File: config.mk
export PLATFORM = sky130hd
export DESIGN_NAME = pipe_stage_reg
export DESIGN_NICKNAME = d
export VERILOG_FILES = /design/src/rtl/pipe_stage_reg.sv
export SDC_FILE = /design/constraint.sdc
export NUM_CORES = 1
export LEC_CHECK = 0
export CORE_ASPECT_RATIO = 0.8
export CORE_MARGIN = 2
export CORE_UTILIZATION = 50
export DETAILED_ROUTE_END_ITERATION = 12
export GPL_TIMING_DRIVEN = 1
export PLACE_DENSITY = 0.83
export SETUP_SLACK_MARGIN = 0.1
export SLEW_MARGIN = 25
export SYNTH_ARGS = -nofsm -noshare
export SYNTH_HDL_FRONTEND = slang
export SYNTH_SLANG_ARGS = --single-unit
export TNS_END_PERCENT = 5
File: constraint.sdc
create_clock -name clk -period 2.1 [get_ports clk]
set_input_delay 0.315 -clock clk [delete_from_list [all_inputs] [get_ports clk]]
set_output_delay 0.315 -clock clk [all_outputs]
set_load 0.02 [all_outputs]
File: src/rtl/pipe_stage_reg.sv
// Pipeline stage register with a skid buffer: a main register drives the outputs, and one skid entry absorbs a stall.
// Define PIPE_STAGE_PERF_EN to add the stall_cnt/flush_cnt performance counters.
module pipe_stage_reg #(
    parameter int DATA_W = 32,
    parameter int CTRL_W = 10,
    parameter int ADDR_W = 5
) (
    input  logic              clk,
    input  logic              rst_n,
    input  logic              in_valid,
    output logic              in_ready,
    input  logic [DATA_W-1:0] in_data,
    input  logic [CTRL_W-1:0] in_ctrl,
    input  logic [ADDR_W-1:0] in_rd,
    input  logic              flush,
    output logic              out_valid,
    input  logic              out_ready,
    output logic [DATA_W-1:0] out_data,
    output logic [CTRL_W-1:0] out_ctrl,
    output logic [ADDR_W-1:0] out_rd,
`ifdef PIPE_STAGE_PERF_EN
    output logic [1:0]        count,
    output logic [31:0]       stall_cnt,
    output logic [31:0]       flush_cnt
`else
    output logic [1:0]        count
`endif
);

    // Valid/ready: a word moves on a rising edge when valid and ready are both high.
    // The producer must not withdraw or change a word while it waits for ready.
    typedef enum logic [1:0] {
        EMPTY = 2'd0,
        ONE   = 2'd1,
        FULL  = 2'd2
    } state_t;

    state_t state, state_nxt;

    logic accept;
    logic out_fire;
    logic load_main_in;
    logic load_main_skid;
    logic load_skid;

    logic [DATA_W-1:0] main_data, skid_data;
    logic [CTRL_W-1:0] main_ctrl, skid_ctrl;
    logic [ADDR_W-1:0] main_rd,   skid_rd;

    assign accept   = in_valid & in_ready;
    assign out_fire = out_valid & out_ready;

    always_comb begin
        state_nxt      = state;
        load_main_in   = 1'b0;
        load_main_skid = 1'b0;
        load_skid      = 1'b0;
        if (flush) begin
            state_nxt = EMPTY;
        end else begin
            case (state)
                EMPTY: begin
                    if (accept) begin
                        state_nxt    = ONE;
                        load_main_in = 1'b1;
                    end
                end
                ONE: begin
                    if (accept && out_fire) begin
                        load_main_in = 1'b1;
                    end else if (accept) begin
                        state_nxt = FULL;
                        load_skid = 1'b1;
                    end else if (out_fire) begin
                        state_nxt = EMPTY;
                    end
                end
                FULL: begin
                    if (out_fire) begin
                        state_nxt      = ONE;
                        load_main_skid = 1'b1;
                    end
                end
                default: state_nxt = EMPTY;
            endcase
        end
    end

    // in_ready is a flop of the next state, so it never depends combinationally on out_ready.
    always_ff @(posedge clk or negedge rst_n) begin
        if (!rst_n) begin
            state    <= EMPTY;
            in_ready <= 1'b0;
        end else begin
            state    <= state_nxt;
            in_ready <= (state_nxt != FULL);
        end
    end

    always_ff @(posedge clk or negedge rst_n) begin
        if (!rst_n) begin
            main_data <= '0;
            main_ctrl <= '0;
            main_rd   <= '0;
            skid_data <= '0;
            skid_ctrl <= '0;
            skid_rd   <= '0;
        end else begin
            if (load_main_in) begin
                main_data <= in_data;
                main_ctrl <= in_ctrl;
                main_rd   <= in_rd;
            end else if (load_main_skid) begin
                main_data <= skid_data;
                main_ctrl <= skid_ctrl;
                main_rd   <= skid_rd;
            end
            if (load_skid) begin
                skid_data <= in_data;
                skid_ctrl <= in_ctrl;
                skid_rd   <= in_rd;
            end
        end
    end

    // Bubbles present a NOP: control and destination are zeroed whenever nothing is valid.
    assign out_valid = (state != EMPTY);
    assign out_data  = main_data;
    assign out_ctrl  = out_valid ? main_ctrl : '0;
    assign out_rd    = out_valid ? main_rd   : '0;
    assign count     = state;

`ifdef PIPE_STAGE_PERF_EN
    always_ff @(posedge clk or negedge rst_n) begin
        if (!rst_n) begin
            stall_cnt <= '0;
            flush_cnt <= '0;
        end else begin
            if (out_valid && !out_ready) stall_cnt <= stall_cnt + 32'd1;
            if (flush && (state != EMPTY)) flush_cnt <= flush_cnt + 32'd1;
        end
    end
`endif

endmodule

==> flow_summary.yaml, run 1 <==
outcome:
  status: "complete, no violations"
drt:
  vias_per_cell: 5.22
  dr.pass1.iters: 2
  drc: 0
  wirelength_um: 8720
  vias: 2703
  wl_per_cell_um: 16.8
  final_antenna_net_count: 0
  drt-initial-drc-count: 41
placement:
  gp_congestion: 0.729
  place.port_buffers: 102
  post-dp-hpwl_um: 6020
yosys:
  yosys_warnings: 0
  synth_seq_cells: 97
  synth_edf_count: 0
  async_flop_share: 1.00
  synth_top_area_frac: 0.546
  synthesis.area_um2: 4440
  syn_area_per_cell_um2: 15.4
  synthesis.nets: 340
  synth_largest_area_cell: "dfrtp_1"
  ys_types: 20
  yosysSeqAreaShare: 0.546
  syn_inst: 288
  synth_area_leaders: "dfrtp_1 55%, mux2_2 28%, mux2_4 10%"
  ys.flop_type: "dfrtp_1"
clocking:
  clkSinkCount: 97
  clk-insertion-delay-late_ns: 0.36
  cts_root_buffer: "clkbuf_8"
  path_clk_slew_ns: 0.09
  clk_path_buf_depth: 2
  cts_inserted_buffers: 9
  cts_tree: "yes"
  post-cts-setup-buffers: 0
  ctsHtreeMaxLevel: 3
power:
  peakVddDrop_v: 0.000720
  p_leak_nw: 2.71
  powerDensity_nw_per_um2: 1080
run:
  maxCapViolCount: 0
floorplanning:
  dieArea_um2: 9660
  die_w_um: 109
  die_height_um: 88.3
  start_util: 0.519
  io_pins: 103
  core_um2: 8560
  fp-row-count: 30
setup_path:
  critPathBufInv: 3
  slowest_delay_ns: 0.41
  critPathArrivalTime_ns: 1.65
  crit_path_end_kind: "primary output"
  r2r_setup_slack_ns: 0.21
  rr_startpoint: "in_ready"
  cp-startpoint: "count[1]"
  start_kind: "flop"
  required_ns: 1.78
  r2r_end: "main_rd[1]"
  crit_chain: "buf_4 > nor2_4 > buf_6 > nor2b_1 > dlygate4sd2_1"
  critPathSlowestCell: "dfrtp_2"
  criticalPathCategory: "flop to primary output"
  reg2reg_depth: 5
  critical_path.top_delay_family: "buffers and inverters"
  cp_max_fo: 8
  worst-path-stages: 5
  cp-endpoint: "out_ctrl[3]"
global_route:
  grt_pass1_vias: 2906
  grt.overflow.total: 0
  grt_start_max_net_pins: 52
  grt_pass1_wl_um: 14100
  grtUsageTotal: 0.193
  grt_antenna_before_repair: 0
layout:
  layout.nets: 453
  drive_above_1_share: 0.436
  area_growth_pct: 32.5
  final_common_cell: "mux2_2"
  layout_common_cells: "111 x mux2_2, 96 x dfrtp_1, 85 x clkdlybuf4s50_1"
  antenna_cells: 0
sta:
  tns_ns: 0
  slew_headroom: 0.715
  fin_crit_ns: 1.96
  setup_viol: 0
  worst_pin_slew_ns: 0.428
  fmax_ghz: 0.510
  slew_violations: 0
  rsz0062_at_grt: "yes"
  fin_hold_ws_ns: 0.427
  finalClockSkew_ns: 0.0124
  hold_viol: 0
  finalCritPeriodShare: 0.934
worst_hold_path:
  hold_class: "input pin to asynchronous set/reset pin"
==> worst min-delay path by stage <==
stage	from	depth (start not counted)	endpoint
final	rst_n	2	out_data[6]
after floorplan	rst_n	0	count[0]
after global routing	rst_n	2	out_data[2]
after detailed placement	rst_n	1	out_data[2]
after CTS	rst_n	2	main_ctrl[3]
after global placement	rst_n	1	out_data[2]
==> Yosys cell counts, types with 2 or more instances <==
library cell	number
nor2b_1	16
dfrtp_1	97
mux2_4	30
buf_2	6
clkbuf_1	3
buf_6	5
inv_1	3
mux2_2	111
nand2_1	2
buf_1	3
nor2_1	3
==> routing by layer <==
| metal | track usage | share of wire |
|---|---|---|
| met5 | 0 | 0 |
| met4 | 0.0587 | 0.011 |
| met3 | 0.0692 | 0.069 |
| met2 | 0.308 | 0.49 |
| met1 | 0.250 | 0.43 |
==> worst register-to-register path: stages, from the launching register on <==
cell and delay, ns:
dfrtp_1 0.38, nand2_1 0.08, or4_4 0.53, buf_12 0.21
mux2_4 0.33, mux2_2 0.26
==> cell type report <==
| type | count | area (um^2) |
|---|---|---|
| repair buffers | 119 | 1210 |
| multi-input cells | 171 | 1910 |
| clock buffers | 11 | 141 |
| inverters | 3 | 11.3 |
| well taps | 112 | 140 |
| flip-flops and latches | 97 | 2430 |
| clock inverters | 5 | 40.0 |
| fillers | 627 | 2670 |
==> registers in the layout, summed over array words and instances (netlist names) <==
signal and flops:
skid_data 32, in_ready 1, count 2, main_rd 5, skid_rd 5, skid_ctrl 10, main_ctrl 10, out_data 32
==> timing repair <==
action	CTS	global route
cloned	0	1
resized for setup	17	5
hold buffers	1	0
endpoints found under the setup margin	16	16
endpoints found under the hold margin	29	0
==> power by group <==
part | leakage, nW | total, W | internal, W | switching [W]
logic | 1.44 | 0.00238 | 0.00146 | 0.000928
clock network | 0.0822 | 0.00112 | 0.000470 | 0.000647
registers | 1.19 | 0.00286 | 0.00253 | 0.000332
==> stage by stage <==
stage | total power, W | setup slack, ns | util | std cells | cell area (um^2)
3_5_place_dp | 0.00533 | -0.219 | 0.665 | 500 | 5690
2_1_floorplan | 0.00429 | 0.0445 | - | 288 | 4460
4_1_cts | 0.00644 | 0.102 | 0.686 | 517 | 5870
3_3_place_gp | 0.00522 | -0.186 | 0.665 | 500 | 5690
5_1_grt | 0.00674 | 0.0719 | 0.688 | 518 | 5890
6_report | 0.00636 | 0.139 | 0.688 | 518 | 5890
==> kinds of logic after synthesis <==
| kind of cell | count (synthesis) | share of synthesized area |
|---|---|---|
| AO/OA/AOI/OAI | 4 | 0.00789 |
| buffers and inverters | 20 | 0.0270 |
| multiplexers | 142 | 0.385 |
| AND/OR/NAND/NOR | 25 | 0.0335 |
| flip-flops | 97 | 0.546 |
Note: power is estimated with default switching activity, not from simulation.
==> inputs of run 2 (changes only) <==
- MAX_ROUTING_LAYER: default -> met4
==> run 2 against run 1 <==
Effect of this change: clock power about the same; worst setup slack about the same; maximum frequency about the same; worst hold slack worse by 0.00083 ns; critical path type unchanged; largest cell class unchanged; highest routed layer unchanged.
==> flow_summary.yaml, run 2 (synthesized netlist as in run 1, its figures left out) <==
drt:
  dr.pass1.iters: 3
  wl_per_cell_um: 16.8
  vias: 2720
  drt-initial-drc-count: 42
  drc: 0
  wirelength_um: 8710
  final_antenna_net_count: 0
  vias_per_cell: 5.25
layout:
  utilization: 0.688
  layout_common_cells: "111 x mux2_2, 96 x dfrtp_1, 85 x clkdlybuf4s50_1"
  drive_above_1_share: 0.436
  nFillCells: 627
  final_common_cell: "mux2_2"
  area_growth_pct: 32.5
  antenna_cells: 0
  layout.nets: 453
  final_cells: 518
  final_area_um2: 5890
clocking:
  path_clk_slew_ns: 0.09
  cts_root_buffer: "clkbuf_8"
  ctsHtreeMaxLevel: 3
  cts_inserted_buffers: 9
  clkSinkCount: 97
  clk-insertion-delay-late_ns: 0.36
  clk_path_buf_depth: 2
  cts_tree: "yes"
sta:
  fin_crit_ns: 1.96
  fmax_ghz: 0.510
  setup_viol: 0
  slew_headroom: 0.711
  rsz0062_at_grt: "yes"
  finalClockSkew_ns: 0.00996
  slew_violations: 0
  finalCritPeriodShare: 0.934
  hold_viol: 0
  finalWorstSetupSlack_ns: 0.139
  worst_pin_slew_ns: 0.433
floorplanning:
  die_w_um: 109
  core_um2: 8560
  fp-row-count: 30
  die_height_um: 88.3
  io_pins: 103
  dieArea_um2: 9660
  start_util: 0.519
placement:
  dp.cells: 500
  place.port_buffers: 102
  dp_slack_ns: -0.219
  post-dp-hpwl_um: 6020
  dpl_cell_area_um2: 5690
  gp_congestion: 0.738
outcome:
  status: "complete, no violations"
power:
  p_int_w: 0.00446
  clkPwrFrac: 0.176
  p_seq_frac: 0.450
  peakVddDrop_v: 0.000719
  total_power_w: 0.00637
  powerDensity_nw_per_um2: 1080
  p_sw_w: 0.00192
  p_leak_nw: 2.71
  swShare: 0.301
  combPwrFrac: 0.375
setup_path:
  r2r_setup_slack_ns: 0.20
  cp_max_fo: 8
  criticalPathCategory: "flop to primary output"
  slowest_delay_ns: 0.41
  required_ns: 1.78
  critPathArrivalTime_ns: 1.65
  critical_path.top_delay_family: "buffers and inverters"
  critPathBufInv: 3
  crit_chain: "buf_4 > nor2_4 > buf_6 > nor2b_1 > dlygate4sd2_1"
  start_kind: "flop"
  critPathSlowestCell: "dfrtp_2"
  crit_path_end_kind: "primary output"
global_route:
  grtUsageTotal: 0.200
  grt_antenna_before_repair: 0
  grt_start_max_net_pins: 52
  grt.overflow.total: 0
  grt_pass1_wl_um: 14100
  grt_pass1_vias: 2902
worst_hold_path:
  hold_class: "input pin to asynchronous set/reset pin"
run:
  maxCapViolCount: 0
-- run 2: cell counts in the layout (fill, tap and decap cells not counted) --
Identical to the previous run, type by type.
-- run 2: power groups by stage --
stage | registers [W] | logic (W) | clock network, W
6_report | 0.00287 | 0.00239 | 0.00112
5_1_grt | 0.00294 | 0.00255 | 0.00125
4_1_cts | 0.00286 | 0.00241 | 0.00116
3_5_place_dp | 0.00290 | 0.00244 | 0
3_3_place_gp | 0.00285 | 0.00236 | 0
2_1_floorplan | 0.00314 | 0.00115 | 0
-- run 2: routing by layer --
| layer | vias up | GRT usage | part of all wire |
|---|---|---|---|
| met5 | - | - | 0 |
| met4 | 0 | 0.0587 | 0.011 |
| met3 | 12 | 0.0604 | 0.061 |
| met2 | 71 | 0.308 | 0.49 |
| met1 | 1391 | 0.258 | 0.44 |
| li1 | 1246 | - | - |
-- run 2: final timing paths --
check                              end  depth (start not counted)  startpoint
max in group asynchronous     count[1]                          3       rst_n
setup / recovery           out_ctrl[3]                          5    count[1]
setup reg to reg            main_rd[1]                          5    in_ready
hold reg to reg             main_rd[4]                          1  main_rd[4]
min in group clk            main_rd[4]                          1  main_rd[4]
hold / removal             out_data[6]                          2       rst_n
-- run 2: what timing repair did --
item                                   4_1_cts  5_1_grt
setup endpoints to repair                   16       16
cloned                                       0        1
buffers inserted                             0        0
gates resized for setup                     17        5
hold buffers                                 1        0
endpoints found under the hold margin       29        0
-- run 2: per-stage QoR --
stage                     TNS, ns  hold slack [ns]
final                           0            0.426
after global routing            0            0.457
after CTS                       0            0.420
after detailed placement    -8.78            0.286
after global placement      -7.73            0.281
after floorplan                 0           0.0194
-- run 2: final cells by class --
class | count | area [um^2] | area share
clock buffer | 11 | 141 | 0.0240
clock inverter | 5 | 40.0 | 0.00680
inverter | 3 | 11.3 | 0.00191
multi-input combinational | 171 | 1910 | 0.325
sequential | 97 | 2430 | 0.413
tap | 112 | 140 | 0.0238
timing repair buffer | 119 | 1210 | 0.206
